File: src/rtl/video_in_pkg.sv
`default_nettype none
// ============================================================================
// Module      : video_in_pkg
// Description : Shared types and constants for the video-in DMA writer:
//               capture FSM state encoding, default frame/burst/FIFO sizes
//               and the Wishbone full-word byte-select value.
// Revision    : 1.0 - initial release
// ============================================================================
package video_in_pkg;

  // Capture FSM states, explicitly 2 bits wide
  typedef enum logic [1:0] {
    ST_IDLE     = 2'd0,
    ST_WAIT_SOF = 2'd1,
    ST_CAPTURE  = 2'd2,
    ST_DRAIN    = 2'd3
  } vin_state_t;

  // 640x480 8-bit pixels packed four per 32-bit word
  localparam int c_DEF_FRAME_WORDS = 76800;
  localparam int c_DEF_BURST_LEN   = 8;
  localparam int c_DEF_FIFO_DEPTH  = 16;

  // All four byte lanes written on every transfer
  localparam logic [3:0] c_SEL_ALL = 4'hF;

endpackage
`default_nettype wire

File: src/rtl/video_in_word_fifo.sv
`default_nettype none
// ============================================================================
// Module      : video_in_word_fifo
// Description : Synchronous single-clock FIFO with occupancy count. A push
//               and a pop in the same cycle both succeed even when full,
//               because the pop frees the slot first. Flush empties it.
// Revision    : 1.0 - initial release
// ============================================================================
module video_in_word_fifo #(
  parameter int WIDTH = 64,
  parameter int DEPTH = 16
) (
  input  logic                       p_clk,
  input  logic                       p_resetn,
  input  logic                       i_flush,
  input  logic                       i_push,
  input  logic [WIDTH-1:0]           i_push_data,
  input  logic                       i_pop,
  output logic [WIDTH-1:0]           o_head,
  output logic [$clog2(DEPTH):0]     o_count,
  output logic                       o_full,
  output logic                       o_empty
);

  localparam int AW = $clog2(DEPTH);
  localparam int CW = AW + 1;

  logic [WIDTH-1:0] r_mem [DEPTH];
  logic [AW-1:0]    r_wr_ptr;
  logic [AW-1:0]    r_rd_ptr;
  logic [CW-1:0]    r_count;

  logic w_do_pop;
  logic w_do_push;

  assign o_full    = (r_count == CW'(DEPTH));
  assign o_empty   = (r_count == '0);
  assign o_count   = r_count;
  assign o_head    = r_mem[r_rd_ptr];
  assign w_do_pop  = i_pop && !o_empty;
  assign w_do_push = i_push && (!o_full || w_do_pop);

  // Storage array; contents are don't-care until written, so no reset
  always_ff @(posedge p_clk) begin
    if (w_do_push && !i_flush) begin
      r_mem[r_wr_ptr] <= i_push_data;
    end
  end

  // Pointers and occupancy; pointers wrap naturally for power-of-2 depth
  always_ff @(posedge p_clk or negedge p_resetn) begin
    if (!p_resetn) begin
      r_wr_ptr <= '0;
      r_rd_ptr <= '0;
      r_count  <= '0;
    end else if (i_flush) begin
      r_wr_ptr <= '0;
      r_rd_ptr <= '0;
      r_count  <= '0;
    end else begin
      if (w_do_push) r_wr_ptr <= r_wr_ptr + AW'(1);
      if (w_do_pop)  r_rd_ptr <= r_rd_ptr + AW'(1);
      case ({w_do_push, w_do_pop})
        2'b10:   r_count <= r_count + CW'(1);
        2'b01:   r_count <= r_count - CW'(1);
        default: r_count <= r_count;
      endcase
    end
  end

endmodule
`default_nettype wire

File: src/rtl/video_in_dma_writer.sv
`default_nettype none
// ============================================================================
// Module      : video_in_dma_writer
// Description : Captures one 8-bit video frame, packs four pixels per 32-bit
//               word and writes the words to memory through a Wishbone
//               master using bursts of up to BURST_LEN transfers. Each FIFO
//               entry carries its own write address, so a word dropped on
//               overflow leaves its address hole untouched.
// Revision    : 1.0 - initial release
// ============================================================================
module video_in_dma_writer
  import video_in_pkg::*;
#(
  parameter int FRAME_WORDS = c_DEF_FRAME_WORDS,
  parameter int BURST_LEN   = c_DEF_BURST_LEN,
  parameter int FIFO_DEPTH  = c_DEF_FIFO_DEPTH
) (
  input  logic        p_clk,
  input  logic        p_resetn,
  input  logic [31:0] cfg_base_addr,
  input  logic        cfg_start,
  input  logic        pix_valid,
  input  logic        pix_sof,
  input  logic [7:0]  pix_data,
  output logic [31:0] p_wb_ADR_O,
  output logic [31:0] p_wb_DAT_O,
  input  logic [31:0] p_wb_DAT_I,
  output logic [3:0]  p_wb_SEL_O,
  output logic        p_wb_CYC_O,
  output logic        p_wb_STB_O,
  output logic        p_wb_WE_O,
  input  logic        p_wb_ACK_I,
  input  logic        p_wb_ERR_I,
  input  logic        p_wb_RTY_I,
  output logic        busy,
  output logic        done,
  output logic        overflow,
  output logic        bus_err
);

  localparam int IDXW  = $clog2(FRAME_WORDS + 1);
  localparam int BEATW = $clog2(BURST_LEN + 1);
  localparam int FCW   = $clog2(FIFO_DEPTH) + 1;

  localparam logic [IDXW-1:0]  c_LAST_IDX  = IDXW'(FRAME_WORDS - 1);
  localparam logic [BEATW-1:0] c_LAST_BEAT = BEATW'(BURST_LEN - 1);
  localparam logic [FCW-1:0]   c_BURST_CNT = FCW'(BURST_LEN);

  // FSM
  vin_state_t r_state;
  vin_state_t w_state_next;
  logic       w_busy;
  logic       w_finish;

  // Capture / packer
  logic [31:0]     r_base;
  logic [IDXW-1:0] r_cap_idx;
  logic [1:0]      r_byte_cnt;
  logic [23:0]     r_pack;
  logic            r_word_vld;
  logic [31:0]     r_word_dat;
  logic [31:0]     r_word_adr;
  logic [31:0]     w_idx_ext;
  logic [31:0]     w_word_adr;

  // Status
  logic r_overflow;
  logic r_bus_err;
  logic r_done;

  // Bus writer
  logic             r_cyc;
  logic             r_resume;
  logic [BEATW-1:0] r_beats;

  // FIFO
  logic [63:0]    w_head;
  logic [FCW-1:0] w_fifo_count;
  logic           w_fifo_full;
  logic           w_fifo_empty;

  // Event decode
  logic w_start_accept;
  logic w_sof_take;
  logic w_pix_take;
  logic w_word_done;
  logic w_err;
  logic w_ack;
  logic w_rty;
  logic w_drop;
  logic w_last_beat;
  logic w_start_cyc;
  logic w_drain_done;
  logic w_unused_dat_i;

  assign w_unused_dat_i = ^p_wb_DAT_I;

  assign w_start_accept = cfg_start && (r_state == ST_IDLE);
  assign w_sof_take     = pix_valid && pix_sof && (r_state == ST_WAIT_SOF);
  assign w_pix_take     = pix_valid && (r_state == ST_CAPTURE);
  assign w_word_done    = w_pix_take && (r_byte_cnt == 2'd3);

  // ERR outranks ACK, ACK outranks RTY when a slave asserts several
  assign w_err = r_cyc && p_wb_ERR_I;
  assign w_ack = r_cyc && !p_wb_ERR_I && p_wb_ACK_I;
  assign w_rty = r_cyc && !p_wb_ERR_I && !p_wb_ACK_I && p_wb_RTY_I;

  // A pending word is lost only if the FIFO is full and nothing pops now
  assign w_drop = r_word_vld && w_fifo_full && !w_ack && !w_err;

  // Burst ends on its last beat or when the popped word was the only one
  assign w_last_beat = (r_beats == c_LAST_BEAT) ||
                       ((w_fifo_count == FCW'(1)) && !r_word_vld);

  assign w_start_cyc = !r_cyc && !w_fifo_empty &&
                       (r_resume || (w_fifo_count >= c_BURST_CNT) ||
                        (r_state == ST_DRAIN));

  assign w_drain_done = w_fifo_empty && !r_cyc && !r_word_vld && !r_resume;

  assign w_idx_ext  = 32'(r_cap_idx);
  assign w_word_adr = r_base + (w_idx_ext << 2);

  // State register
  always_ff @(posedge p_clk or negedge p_resetn) begin
    if (!p_resetn) r_state <= ST_IDLE;
    else           r_state <= w_state_next;
  end

  // Next-state logic; a bus error aborts the frame from any state
  always_comb begin
    w_state_next = r_state;
    case (r_state)
      ST_IDLE:     if (cfg_start)  w_state_next = ST_WAIT_SOF;
      ST_WAIT_SOF: if (w_sof_take) w_state_next = ST_CAPTURE;
      ST_CAPTURE:  if (w_word_done && (r_cap_idx == c_LAST_IDX))
                     w_state_next = ST_DRAIN;
      ST_DRAIN:    if (w_drain_done) w_state_next = ST_IDLE;
      default:     w_state_next = ST_IDLE;
    endcase
    if (w_err) w_state_next = ST_IDLE;
  end

  // FSM outputs: busy level and the end-of-frame event that fires done
  always_comb begin
    w_busy   = (r_state != ST_IDLE);
    w_finish = w_err || ((r_state == ST_DRAIN) && w_drain_done);
  end

  // Pixel packer: lane 0 is the first pixel, completed word staged one cycle
  always_ff @(posedge p_clk or negedge p_resetn) begin
    if (!p_resetn) begin
      r_base     <= '0;
      r_cap_idx  <= '0;
      r_byte_cnt <= '0;
      r_pack     <= '0;
      r_word_vld <= 1'b0;
      r_word_dat <= '0;
      r_word_adr <= '0;
    end else if (w_start_accept) begin
      r_base     <= cfg_base_addr;
      r_cap_idx  <= '0;
      r_byte_cnt <= '0;
      r_pack     <= '0;
      r_word_vld <= 1'b0;
    end else begin
      r_word_vld <= w_word_done && !w_err;
      if (w_sof_take) begin
        r_pack     <= {16'h0000, pix_data};
        r_byte_cnt <= 2'd1;
      end else if (w_pix_take) begin
        if (r_byte_cnt == 2'd3) begin
          r_word_dat <= {pix_data, r_pack};
          r_word_adr <= w_word_adr;
          r_cap_idx  <= r_cap_idx + IDXW'(1);
          r_byte_cnt <= 2'd0;
        end else begin
          case (r_byte_cnt)
            2'd0:    r_pack[7:0]   <= pix_data;
            2'd1:    r_pack[15:8]  <= pix_data;
            default: r_pack[23:16] <= pix_data;
          endcase
          r_byte_cnt <= r_byte_cnt + 2'd1;
        end
      end
    end
  end

  // Sticky status flags (cleared by an accepted start) and the done pulse
  always_ff @(posedge p_clk or negedge p_resetn) begin
    if (!p_resetn) begin
      r_overflow <= 1'b0;
      r_bus_err  <= 1'b0;
      r_done     <= 1'b0;
    end else begin
      if (w_start_accept) begin
        r_overflow <= 1'b0;
        r_bus_err  <= 1'b0;
      end else begin
        if (w_drop) r_overflow <= 1'b1;
        if (w_err)  r_bus_err  <= 1'b1;
      end
      r_done <= w_finish;
    end
  end

  // Wishbone burst writer: CYC and STB move together; RTY re-presents the head
  always_ff @(posedge p_clk or negedge p_resetn) begin
    if (!p_resetn) begin
      r_cyc    <= 1'b0;
      r_resume <= 1'b0;
      r_beats  <= '0;
    end else if (w_err) begin
      r_cyc    <= 1'b0;
      r_resume <= 1'b0;
      r_beats  <= '0;
    end else if (r_cyc) begin
      if (w_ack) begin
        if (w_last_beat) begin
          r_cyc   <= 1'b0;
          r_beats <= '0;
        end else begin
          r_beats <= r_beats + BEATW'(1);
        end
      end else if (w_rty) begin
        r_cyc    <= 1'b0;
        r_resume <= 1'b1;
      end
    end else if (w_start_cyc) begin
      r_cyc    <= 1'b1;
      r_resume <= 1'b0;
    end
  end

  video_in_word_fifo #(
    .WIDTH (64),
    .DEPTH (FIFO_DEPTH)
  ) u_fifo (
    .p_clk       (p_clk),
    .p_resetn    (p_resetn),
    .i_flush     (w_err),
    .i_push      (r_word_vld),
    .i_push_data ({r_word_adr, r_word_dat}),
    .i_pop       (w_ack),
    .o_head      (w_head),
    .o_count     (w_fifo_count),
    .o_full      (w_fifo_full),
    .o_empty     (w_fifo_empty)
  );

  assign p_wb_CYC_O = r_cyc;
  assign p_wb_STB_O = r_cyc;
  assign p_wb_WE_O  = r_cyc;
  assign p_wb_SEL_O = r_cyc ? c_SEL_ALL : 4'h0;
  assign p_wb_ADR_O = r_cyc ? w_head[63:32] : 32'h0;
  assign p_wb_DAT_O = r_cyc ? w_head[31:0]  : 32'h0;

  assign busy     = w_busy;
  assign done     = r_done;
  assign overflow = r_overflow;
  assign bus_err  = r_bus_err;

endmodule
`default_nettype wire

File: config.mk
export PLATFORM = sky130hd
export DESIGN_NAME = video_in_dma_writer
export DESIGN_NICKNAME = d
export VERILOG_FILES = /design/src/rtl/video_in_pkg.sv /design/src/rtl/video_in_word_fifo.sv /design/src/rtl/video_in_dma_writer.sv
export SDC_FILE = /design/constraint.sdc
export NUM_CORES = 1
export LEC_CHECK = 0
export BUFFER_PORTS_ARGS = -buffer_cell sky130_fd_sc_hd__buf_4
export CORE_ASPECT_RATIO = 1.4
export CORE_MARGIN = 1
export CORE_UTILIZATION = 35
export DETAILED_ROUTE_END_ITERATION = 8
export SLEW_MARGIN = 5
export SYNTH_ARGS = -nofsm -noshare
export SYNTH_HDL_FRONTEND = slang
export SYNTH_SLANG_ARGS = --single-unit
File: constraint.sdc
create_clock -name p_clk -period 4.45 [get_ports p_clk]
set_clock_uncertainty 0.1 [all_clocks]
set_input_delay 0.6675 -clock p_clk [delete_from_list [all_inputs] [get_ports p_clk]]
set_output_delay 0.6675 -clock p_clk [all_outputs]
set_load 0.02 [all_outputs]
Word-level counts from Yosys, hierarchy flattened

Memories as Yosys holds them, arrays and structs flattened.
Cells that the tools add are included.

Register bits after elaboration: 164
Bits in writable memories: 1,024
Memories: 1
Logic and storage cells: 168

Memory list:

| memory       | depth | bits a word | rd ports | clocked after memory_dff | wr ports | line                     | source |
|---|---|---|---|---|---|---|---|
| u_fifo.r_mem | 16    | 64          | 1        | 0                        | 1        | video_in_word_fifo.sv:28 | `logic [WIDTH-1:0] r_mem [DEPTH];` |

Add/subtract/negate cells: 8
Mux-type cells: 52
Bitwise operators: 2
Equality and inequality tests: 20
$lt $le $gt $ge: 1
Reduce and logical (&&, ||, !) cells: 65

Operators with widths:

| kind                                                   | number |
|---|---|
| 2-to-1 mux 24 bit                                      | 4 |
| 2-to-1 mux 17 bit                                      | 4 |
| 2-to-1 mux 32 bit                                      | 2 |
| 2-to-1 mux 4 bit                                       | 9 |
| adder 32 x 19 -> 32 bit                                | 1 |
| logical AND 1 bit                                      | 25 |
| 2-to-1 mux 8 bit                                       | 3 |
| 2-to-1 mux 1 bit                                       | 18 |
| 2-to-1 mux 2 bit                                       | 9 |
| nonzero test 2 bit                                     | 9 |
| adder 17 x 1 -> 17 bit (second input constant)         | 1 |
| == test 17 bit (second input constant)                 | 1 |
| AND reduction 3 bit                                    | 5 |
| nonzero test 3 bit                                     | 5 |
| adder 4 x 1 -> 4 bit (second input constant)           | 3 |
| inequality test 3 x 2 -> 1 bit (second input constant) | 4 |
| case mux 5 bit (2 select lines)                        | 1 |
| zero test 1 bit                                        | 9 |
| inequality test 3 x 1 -> 1 bit (second input constant) | 3 |
| == test 2 bit (second input constant)                  | 4 |
| case mux 2 bit (4 select lines)                        | 1 |
| AND reduction 4 bit                                    | 2 |
| == test 2 x 1 -> 1 bit (second input constant)         | 3 |
| adder 5 x 1 -> 5 bit (second input constant)           | 1 |
| other kinds (15)                                       | 21 |

Longest topological paths before layout

Gate-level depths: netlist of the first run.

Word-level depth: 9
Depth in mapped cells: 10

By module

Synthesis of the first run repeated with hierarchy kept, for this count alone.

Cell total of the unflattened synthesis: 2,361
Area total of the unflattened synthesis: 47,035.1 µm²

Modules (own cells, without submodules):

| module              | seq. area each (µm²) | area an instance (µm²) | cells an instance | times used |
|---|---|---|---|---|
| video_in_word_fifo  | 31,074.8             | 39,285.2               | 1,529             | 1 |
| video_in_dma_writer | 3,778.6              | 7,749.9                | 832               | 1 |

Least setup slack after synthesis of the first run

No wires, ideal clock.

Path kind: flip-flop to flip-flop
Start point: register r_cyc, in the netlist p_wb_CYC_O
End point: memory u_fifo.r_mem[7][0] (enable)
Cell stages (with the launch flop): 6
Period minus slack after synthesis: 4,892 ps
Path slack: -442 ps
Library setup time: 486 ps
Required time: 3,864 ps
Path buffers: 0
Arrival time: 4,306 ps
Cells stage by stage: dfrtp_1 nor2b_1 nand2_1 a21boi_1 nand2_1 nor2_1

Word-level cells in the longest chain between the ends: 8
Elaborated cells between the ends (all ways): 10
Classes of those cells: mux (2); reduce/logical (8)

RTL lines:

| what                                     | line                       | source |
|---|---|---|
| from (decl)                              | video_in_dma_writer.sv:72  | `logic r_cyc;` |
| from (signal assigned)                   | video_in_dma_writer.sv:210 | `r_cyc <= 1'b0;` |
| from (signal assigned)                   | video_in_dma_writer.sv:214 | `r_cyc <= 1'b0;` |
| from (signal assigned)                   | video_in_dma_writer.sv:220 | `r_cyc <= 1'b0;` |
| logical AND 1 bit (2 in a row)           | video_in_dma_writer.sv:105 | `assign w_ack = r_cyc && !p_wb_ERR_I && p_wb_ACK_I;` |
| logical AND 1 bit                        | video_in_word_fifo.sv:40   | `assign w_do_pop = i_pop && !o_empty;` |
| logical OR 1 bit                         | video_in_word_fifo.sv:41   | `assign w_do_push = i_push && (!o_full \|\| w_do_pop);` |
| logical AND 1 bit                        | video_in_word_fifo.sv:41   |  |
| logical AND 1 bit *                      | video_in_word_fifo.sv:45   | `if (w_do_push && !i_flush) begin` |
| 2-to-1 mux 1 bit *                       | video_in_word_fifo.sv:45   |  |
| 2-to-1 mux 1 bit (not written as such) * | video_in_word_fifo.sv:46   | `r_mem[r_wr_ptr] <= i_push_data;` |
| to (decl)                                | video_in_word_fifo.sv:28   |  |

Every way passes the cells marked *; elsewhere a longest branch is shown, timed or not.

Worst setup path after layout of the first run

Start point: register u_fifo.r_rd_ptr[0]
End point: output port p_wb_DAT_O[3]

Word-level cells in the longest chain between the ends: 2

RTL lines:

| what                   | line                       | source |
|---|---|---|
| from (decl)            | video_in_word_fifo.sv:30   | `logic [AW-1:0] r_rd_ptr;` |
| from (signal assigned) | video_in_word_fifo.sv:62   | `if (w_do_pop) r_rd_ptr <= r_rd_ptr + AW'(1);` |
| memory (16 x 64 bit)   | n/a                        |  |
| 2-to-1 mux 32 bit      | video_in_dma_writer.sv:256 | `assign p_wb_DAT_O = r_cyc ? w_head[31:0] : 32'h0;` |
| to (decl)              | video_in_dma_writer.sv:26  | `output logic [31:0] p_wb_DAT_O,` |

Every way passes these cells.

==> results summary, run 1 <==
The post-synthesis average cell area came out at 19.6 um2. The multiplexer area fraction after synthesis is 15.6%. The number of DRC markers after the initial detailed-route iteration is 1,874. The reg-to-reg startpoint is r_cap_idx[0]. The post-synthesis cell count is 2,402.

The wire-length estimate of the detail-placed layout is 58,900 um. The final design area excluding fillers is 53,600 um2. Measured along the x axis, the die boundary spans 312 um.

The layout has 11,700 filler cells. Dividing the detail-routed wire length by the instance count gives 25.1 um. Once placement finished, the instance area stood at 50,300 um2. The startpoint of the most critical setup path is u_fifo.r_rd_ptr[0]. The worst slew slack as a fraction of its limit came out at 32.2%.

The count of final hold-check violations came to 0. Of the available clock period, the critical path in the final layout requires 91.1%. The distinct cell type count of the synthesized netlist came out at 66. The combinational family with the most area after synthesis is multiplexers. By startpoint and endpoint, the worst setup path is classified as reg -> out.

The internal reg-to-reg setup slack is 1.43 ns. After the last flow step, the layout net total stands at 2,677. The floorplan has 158 rows. The area of the die is 136,000 um2. The clock slew at the register clock pins of the worst setup and hold paths is 0.06 ns. The power density normalized to cell area came out at 521 nW/um2. The analysis attributes to cell leakage a power of 16.8 nW.

The count of cells resized by post-cts repair is 0. The global-route wire length before repair came out at 162,000 um. The most used flip-flop cell after synthesis is edfxtp_1. The peak fanout along the critical path came out at 73. The number of remaining DRC errors is 0. The required time of the critical path is 3.68 ns. The routability-driven placement congestion ratio is 0.809.

The end-of-flow core utilization is 40.4%. The starting density of the core is 35.4%. Summing the areas of all xor and xnor instances in the mapped netlist gives 0.726% of the synthesized area. In the final layout, the share of cells above drive strength 1 is 25.2%. The standard cell core area came out at 133,000 um2. The worst setup path is launched from a flop. The number of antenna violations at the first check in global routing came to 8. The aggregate global-route resource usage is 16.2%. The startpoint of the worst hold path is cfg_base_addr[30]. The post-route antenna net violation count came out at 0. The post-route worst setup slack came out at 0.394 ns. The worst hold path was traced through 3 stages. The maximum resistive drop on vdd is 0.330 mV.

Setup total negative slack on the finished layout was measured at 0 ns. The async set-reset flop share out of synthesis came out at 13.8%. In the routed layout, each cell is associated on average with a via count of 5.27.

The maximum buffer depth of the clock tree came out at 3. Summing the areas of all and, or, nand and nor instances in the mapped netlist gives 5.11% of the synthesized area. The synthesized design contains 1,188 register bits. The number of warnings issued by yosys came out at 0. In this run, CTS created clock tree buffers numbering 103. The count of flip-flops with a built-in enable after synthesis came out at 1,024. The setup violation total in the final timing report is 0. Summed over all instances, the cell type with the most area after synthesis is edfxtp_1. The synthesized netlist devotes 1.92% of its cell area to compound gates.

The area share of the leading cell type in the synthesized netlist came out at 65.4%. The count of TritonRoute iterations in the first routing pass came out at 5. The minimum clock period after layout came out at 4.06 ns. The number of global-route vias before repair is 24,600. Setup repair after global routing left no endpoint under its margin. The number of port buffers is 122. The measured slew at the worst slew-check pin came out at 1.02 ns. The root buffer cell chosen for the clock tree is clkbuf_16. The netlist area before placement is 47,000 um2. The number of pins exceeding their max-slew limit in the final report is 0. Summing the sequential cell areas from Yosys gives 74.1% of the chip area. The total number of vias came out at 23,200. STA classifies the critical path endpoint as a primary output. The end point of the most critical hold path is r_base[30]. The floorplan die height is 436 um. The maximum clock rate came out at 247 MHz. The flow ran to the end, and the final reports show no timing, DRC or antenna violations. The total wire length came out at 111,000 um. The worst endpoint data arrival time came out at 3.29 ns. During I/O placement, the number of pins put on the boundary was 155. The reg-to-reg endpoint is r_word_adr[28].

The clock latency of the later-clocked register in the worst-skew pair came out at 0.70 ns. After synthesis, the cell types taking the most area are edfxtp_1, mux4_2, dfrtp_1, nand2_1, ha_1. The signed area change from the synthesized netlist to the final layout is 14.0%. Summing the areas of all fa, ha and maj instances in the mapped netlist gives 1.03% of the synthesized area. Summed over all layers, the global routing overflow is 0. The tightest min-delay check is of the in -> reg type. CTS saw 1,188 sinks.

The maximum level of the CTS H-tree came out at 3. Counting every net in the synthesized netlist gives 2,520. TritonCTS built the clock tree. The number of maximum-capacitance violations came out at 0. The pin count of the biggest net entering global routing came out at 107. The number of buffers added for setup after CTS came out at 0. The count of cells along the worst register-to-register path is 9. The post-placement worst setup slack is 1.02 ns.
kinds of logic after synthesis:
kind of cell	count (synthesis)
xor+xnor	39
simple gates	533
compound gates	138
fa+ha+maj	38
buf+inv	134
mux	332
flops	1188
final cells by class:
type | instances | area [um2] | share of cell area [%]
clock inverters | 58 | 453 | 0.845
flip-flops and latches | 1188 | 34900 | 65.0
well taps | 1760 | 2200 | 4.11
clock buffers | 135 | 2800 | 5.23
diodes | 1 | 2.50 | 0.00467
repair buffers | 170 | 1620 | 3.03
multi-input cells | 1080 | 11600 | 21.6
inverters | 16 | 60.1 | 0.112
per-layer routing:
metal | GRT usage, % | share of wire (%) | vias to the layer above
li1 | - | - | 9867
met2 | 27.7 | 51 | 675
met4 | 5.36 | 2.8 | 6
met5 | 0 | 0.033 | -
met3 | 2.29 | 4.7 | 170
met1 | 21.2 | 42 | 12500
power by group:
part           internal (mW)  switching, mW
logic                   2.36           2.58
clock network           4.79           3.94
registers               13.2           1.07
total                   20.3           7.60
worst max-delay path by stage:
stage                    endpoint  slack [ns]  cells past startpoint
2_1_floorplan  u_fifo.r_mem[7][0]       -0.44                      5
3_3_place_gp        p_wb_DAT_O[1]        1.05                      5
3_5_place_dp        p_wb_DAT_O[1]        1.02                      5
4_1_cts             p_wb_DAT_O[1]        0.24                      5
5_1_grt             p_wb_DAT_O[1]        0.21                      5
6_report            p_wb_DAT_O[3]        0.39                      5
registers in the layout, indices dropped and copies added (netlist names), 2 cells and up:
register / count
u_fifo.r_wr_ptr: 4
r_pack: 24
u_fifo.r_mem: 1024
r_cap_idx: 17
r_byte_cnt: 2
r_word_adr: 32
r_word_dat: 32
u_fifo.o_count: 5
r_beats: 4
r_base: 32
r_state: 2
u_fifo.r_rd_ptr: 4
timing repair:
action | in CTS | in global routing
hold buffers | 1 | 0
hold endpoints to repair | 23 | 0
setup endpoints to repair | 0 | 0
per-stage QoR:
stage          power (mW)  hold WS, ns  std cells
2_1_floorplan        17.8        0.272       2402
5_1_grt              29.1       0.0477       4407
6_report             27.9       0.0628       4408
3_3_place_gp         19.4        0.360       4213
4_1_cts              28.3      0.00518       4407
3_5_place_dp         19.6        0.357       4213
critical path, stage by stage, from the launching register on:
cell and delay (ns):
dfrtp_4 0.56, buf_12 0.48, mux4_2 0.60, mux4_2 0.47
and2_1 0.22, buf_4 0.17
placed cells by master (no fill, tap or decap), types with 10 or more instances in the layout:
master     instances
edfxtp_1        1024
mux4_2           320
nand2_1          291
dfrtp_1          159
buf_4            141
clkbuf_16        107
and2_1            69
nor2_1            67
o21ai_0           41
ha_1              37
a21oi_1           31
buf_12            27
xor2_1            26
clkbuf_1          26
clkinv_1          25
nand3_1           23
nor2_4            17
inv_1             16
clkinv_2          16
nand4_1           13
xnor2_1           13
mux2i_1           12
and3_1            10
a22o_1            10
synthesized netlist by cell type, types with 3 or more instances:
| cell | instances |
|---|---|
| edfxtp_1 | 1024 |
| mux4_2 | 320 |
| nand2_1 | 293 |
| dfrtp_1 | 164 |
| nor2_1 | 84 |
| and2_1 | 70 |
| clkbuf_1 | 70 |
| o21ai_0 | 41 |
| ha_1 | 37 |
| a21oi_1 | 31 |
| buf_6 | 26 |
| xor2_1 | 26 |
| nand3_1 | 23 |
| inv_1 | 16 |
| buf_2 | 13 |
| nand4_1 | 13 |
| xnor2_1 | 13 |
| mux2i_1 | 12 |
| a22o_1 | 10 |
| and3_1 | 10 |
| a31oi_1 | 7 |
| buf_4 | 6 |
| nor3_1 | 6 |
| o211ai_1 | 6 |
| o31ai_1 | 6 |
| or4_1 | 6 |
| a211o_1 | 5 |
| nor2b_1 | 5 |
| nand2b_1 | 4 |
| a21o_1 | 3 |
| buf_1 | 3 |
| nor4_1 | 3 |
| o21a_1 | 3 |
| or3_1 | 3 |
(Power assumes the default switching activity.)
==> run 2: changes to the inputs <==
CELL_PAD_IN_SITES_DETAIL_PLACEMENT = 1   (was unset)
CELL_PAD_IN_SITES_GLOBAL_PLACEMENT = 2   (was unset)
CORE_MARGIN = 2   (was 1)
CORE_UTILIZATION = 40   (was 35)
PLACE_DENSITY_LB_ADDON = 0.1   (was unset)
==> run 2 against run 1 <==
Global-route usage up 4.5 points. Combinational power up 3%. Hold slack worse by 0.0099 ns. Critical path depth unchanged. Routed wire length up 10%. Design area up 1.8%. Largest cell class unchanged.
==> results summary, run 2 (synthesis gave the netlist of run 1 again) <==
The measured slew at the worst slew-check pin came out at 1.07 ns (+0.0562 ns). The number of antenna violations at the first check in global routing is 3 (-5). The worst hold path belongs to the class in -> reg.

The worst setup path is of the reg -> out kind. The number of nets in the final layout came out at 2,750 (+2.7%). The average wire per cell in the routed design is 28.8 um (+15%). The area of the die came out at 120,000 um2 (-11%). The worst slew slack as a fraction of its limit came out at 28.5% (-3.7 points).

The starting density of the core is 40.4% (+5.0 points). The total wire length was 122,000 um (+10%). The required time of the critical path came to 3.68 ns (about the same).

The setup TNS is 0 ns (unchanged). The aggregate global-route resource usage came out at 20.7% (+4.5 points). The number of DRC markers after the initial detailed-route iteration is 1,837 (-2.0%).

The worst endpoint data arrival time is 3.43 ns (+0.14 ns). The count of TritonRoute iterations in the first routing pass is 6 (+1). The maximum level of the CTS H-tree is 3 (unchanged).

The buffer type at the clock tree root is clkbuf_16. The width of the die is 294 um (-5.8%). The leakage power came out at 17.4 nW (+3.7%). The power density normalized to cell area came out at 534 nW/um2 (+2.5%).

In the layout the commonest cells are edfxtp_1, mux4_2, nand2_1, dfrtp_1, buf_4. The count of pins on the block boundary is 155 (unchanged). The number of maximum-capacitance violations is 0 (unchanged).

The share of layout cells above drive strength 1 is 26.9% (+1.7 points). The number of global-route vias before repair is 26,000 (+5.7%). The number of buffers added for setup after CTS was 0 (unchanged). The number of pins exceeding their max-slew limit in the final report came out at 0 (unchanged). The signed area change from the synthesized netlist to the final layout came out at 16.0%. The worst setup path is captured at a primary output. The register with the most flip-flops is u_fifo.r_mem. The placement row count came out at 148 (-6.3%).

The maximum resistive drop on vdd came to 0.414 mV (+25%). The global-route wire length before repair came out at 180,000 um (+11%). The pin count of the biggest net entering global routing is 84 (-21%). The clock slew at the register clock pins of the worst setup and hold paths came out at 0.06 ns (about the same).

The minimum clock period after layout came out at 4.20 ns (+0.140 ns). The standard cell core area came to 116,000 um2 (-12%). The clock latency of the later-clocked register in the worst-skew pair is 0.73 ns (+0.03 ns). The number of port buffers came out at 122 (unchanged).

The count of clock tree sinks came to 1,188 (unchanged). The count of final hold-check violations is 0 (unchanged). The number of CTS-inserted buffers is 115 (+12%). The placed wire-length estimate is 70,200 um (+19%). The post-route antenna net violation count was 0 (unchanged). The total number of vias is 23,500 (+1.3%). The maximum buffer depth of the clock tree came out at 3 (unchanged).

The detailed-route vias per instance is 5.56 (+5.5%). The count of cells resized by post-cts repair is 0 (unchanged). Setup repair after global routing left no endpoint under its margin. The sum of overflow across all layers after global routing came out at 0 (unchanged). The maximum clock rate came out at 238 MHz (-3.3%). The number of remaining DRC errors is 0 (unchanged). The routability-driven placement congestion ratio is 0.748 (-7.5%).

The final total power came out at 29.2 mW (+4.3%). The number of flip-flops in the largest register was 1,024 (unchanged). The flow ran to the end, and the final reports show no timing, DRC or antenna violations. STA classifies the critical path startpoint as a flop. The clock tree from TritonCTS is yes. The peak fanout along the critical path came out at 62 (-15%). The commonest non-fill, non-tap cell in the layout is edfxtp_1. The portion of the clock cycle consumed by the worst path in the final layout came to 94.3% (+3.1 points). The floorplan die height came out at 410 um (-6.0%). The setup violation total in the final timing report is 0 (unchanged).
## run 2: cell types whose count changed in the layout (fill, tap and decap cells not counted), sizes merged
cell         delta
dlygate4sd3    +17
bufinv          +4
clkbuf          +7
clkinvlp        -1
diode           +2
buf            +44
clkinv         +10
inv             +2
## run 2: power by group
part,total (mW),internal (mW),switching [mW]
registers,14.3,13.2,1.12
logic,5.09,2.42,2.67
clock network,9.73,5.51,4.22
total,29.2,21.1,8.02
## run 2: worst max-delay path, stage by stage, from the launching register on
cell	delay, ns
dfrtp_4	0.70
buf_12	0.44
mux4_2	0.59
mux4_2	0.53
and2_1	0.19
buf_4	0.15
## run 2: what timing repair did
| item | in CTS | in global routing |
|---|---|---|
| endpoints found under the setup margin | 0 | 0 |
| hold buffers | 18 | 0 |
| hold endpoints to repair | 98 | 0 |
## run 2: final cells by class
type,instances,area [um2]
clock buffers,142,3100
clock inverters,73,618
fillers,10600,61900
repair buffers,231,2450
well taps,1500,1880
inverters,16,60.1
diodes,3,7.51
multi-input cells,1080,11600
flip-flops and latches,1188,34900
## run 2: metrics by stage
stage	hold slack [ns]	cells	instance area [um2]	setup WS (ns)	utilization, %
detailed placement	0.362	3997	50700	0.955	43.5
global placement	0.356	3997	50700	0.957	43.5
CTS	0.00432	4230	54600	0.166	46.9
finish	0.0530	4233	54600	0.254	46.9
global route	0.0511	4230	54600	0.0959	46.9
floorplan	0.272	2402	47100	-0.442	-
## run 2: metal layers
| metal | track usage, % | wire length (um) | up-vias |
|---|---|---|---|
| li1 | - | - | 10100 |
| met1 | 28.1 | 51700 | 12800 |
| met2 | 35.5 | 62400 | 533 |
| met3 | 2.57 | 5410 | 133 |
| met4 | 5.32 | 2280 | 0 |
| met5 | 0 | 0 | - |
## run 2: final timing paths
check                           slack [ns]                   end                from  cells past startpoint
worst min register to register        0.37         r_word_adr[0]           r_base[0]                      2
worst min-delay path                  0.05            r_base[26]   cfg_base_addr[26]                      3
worst max register to register        1.22  u_fifo.r_mem[15][61]          p_wb_CYC_O                      7
max in group asynchronous             2.82            r_base[26]            p_resetn                      3
worst max-delay path                  0.25        p_wb_DAT_O[28]  u_fifo.r_rd_ptr[0]                      5
min in group asynchronous             0.47            r_beats[3]            p_resetn                      2
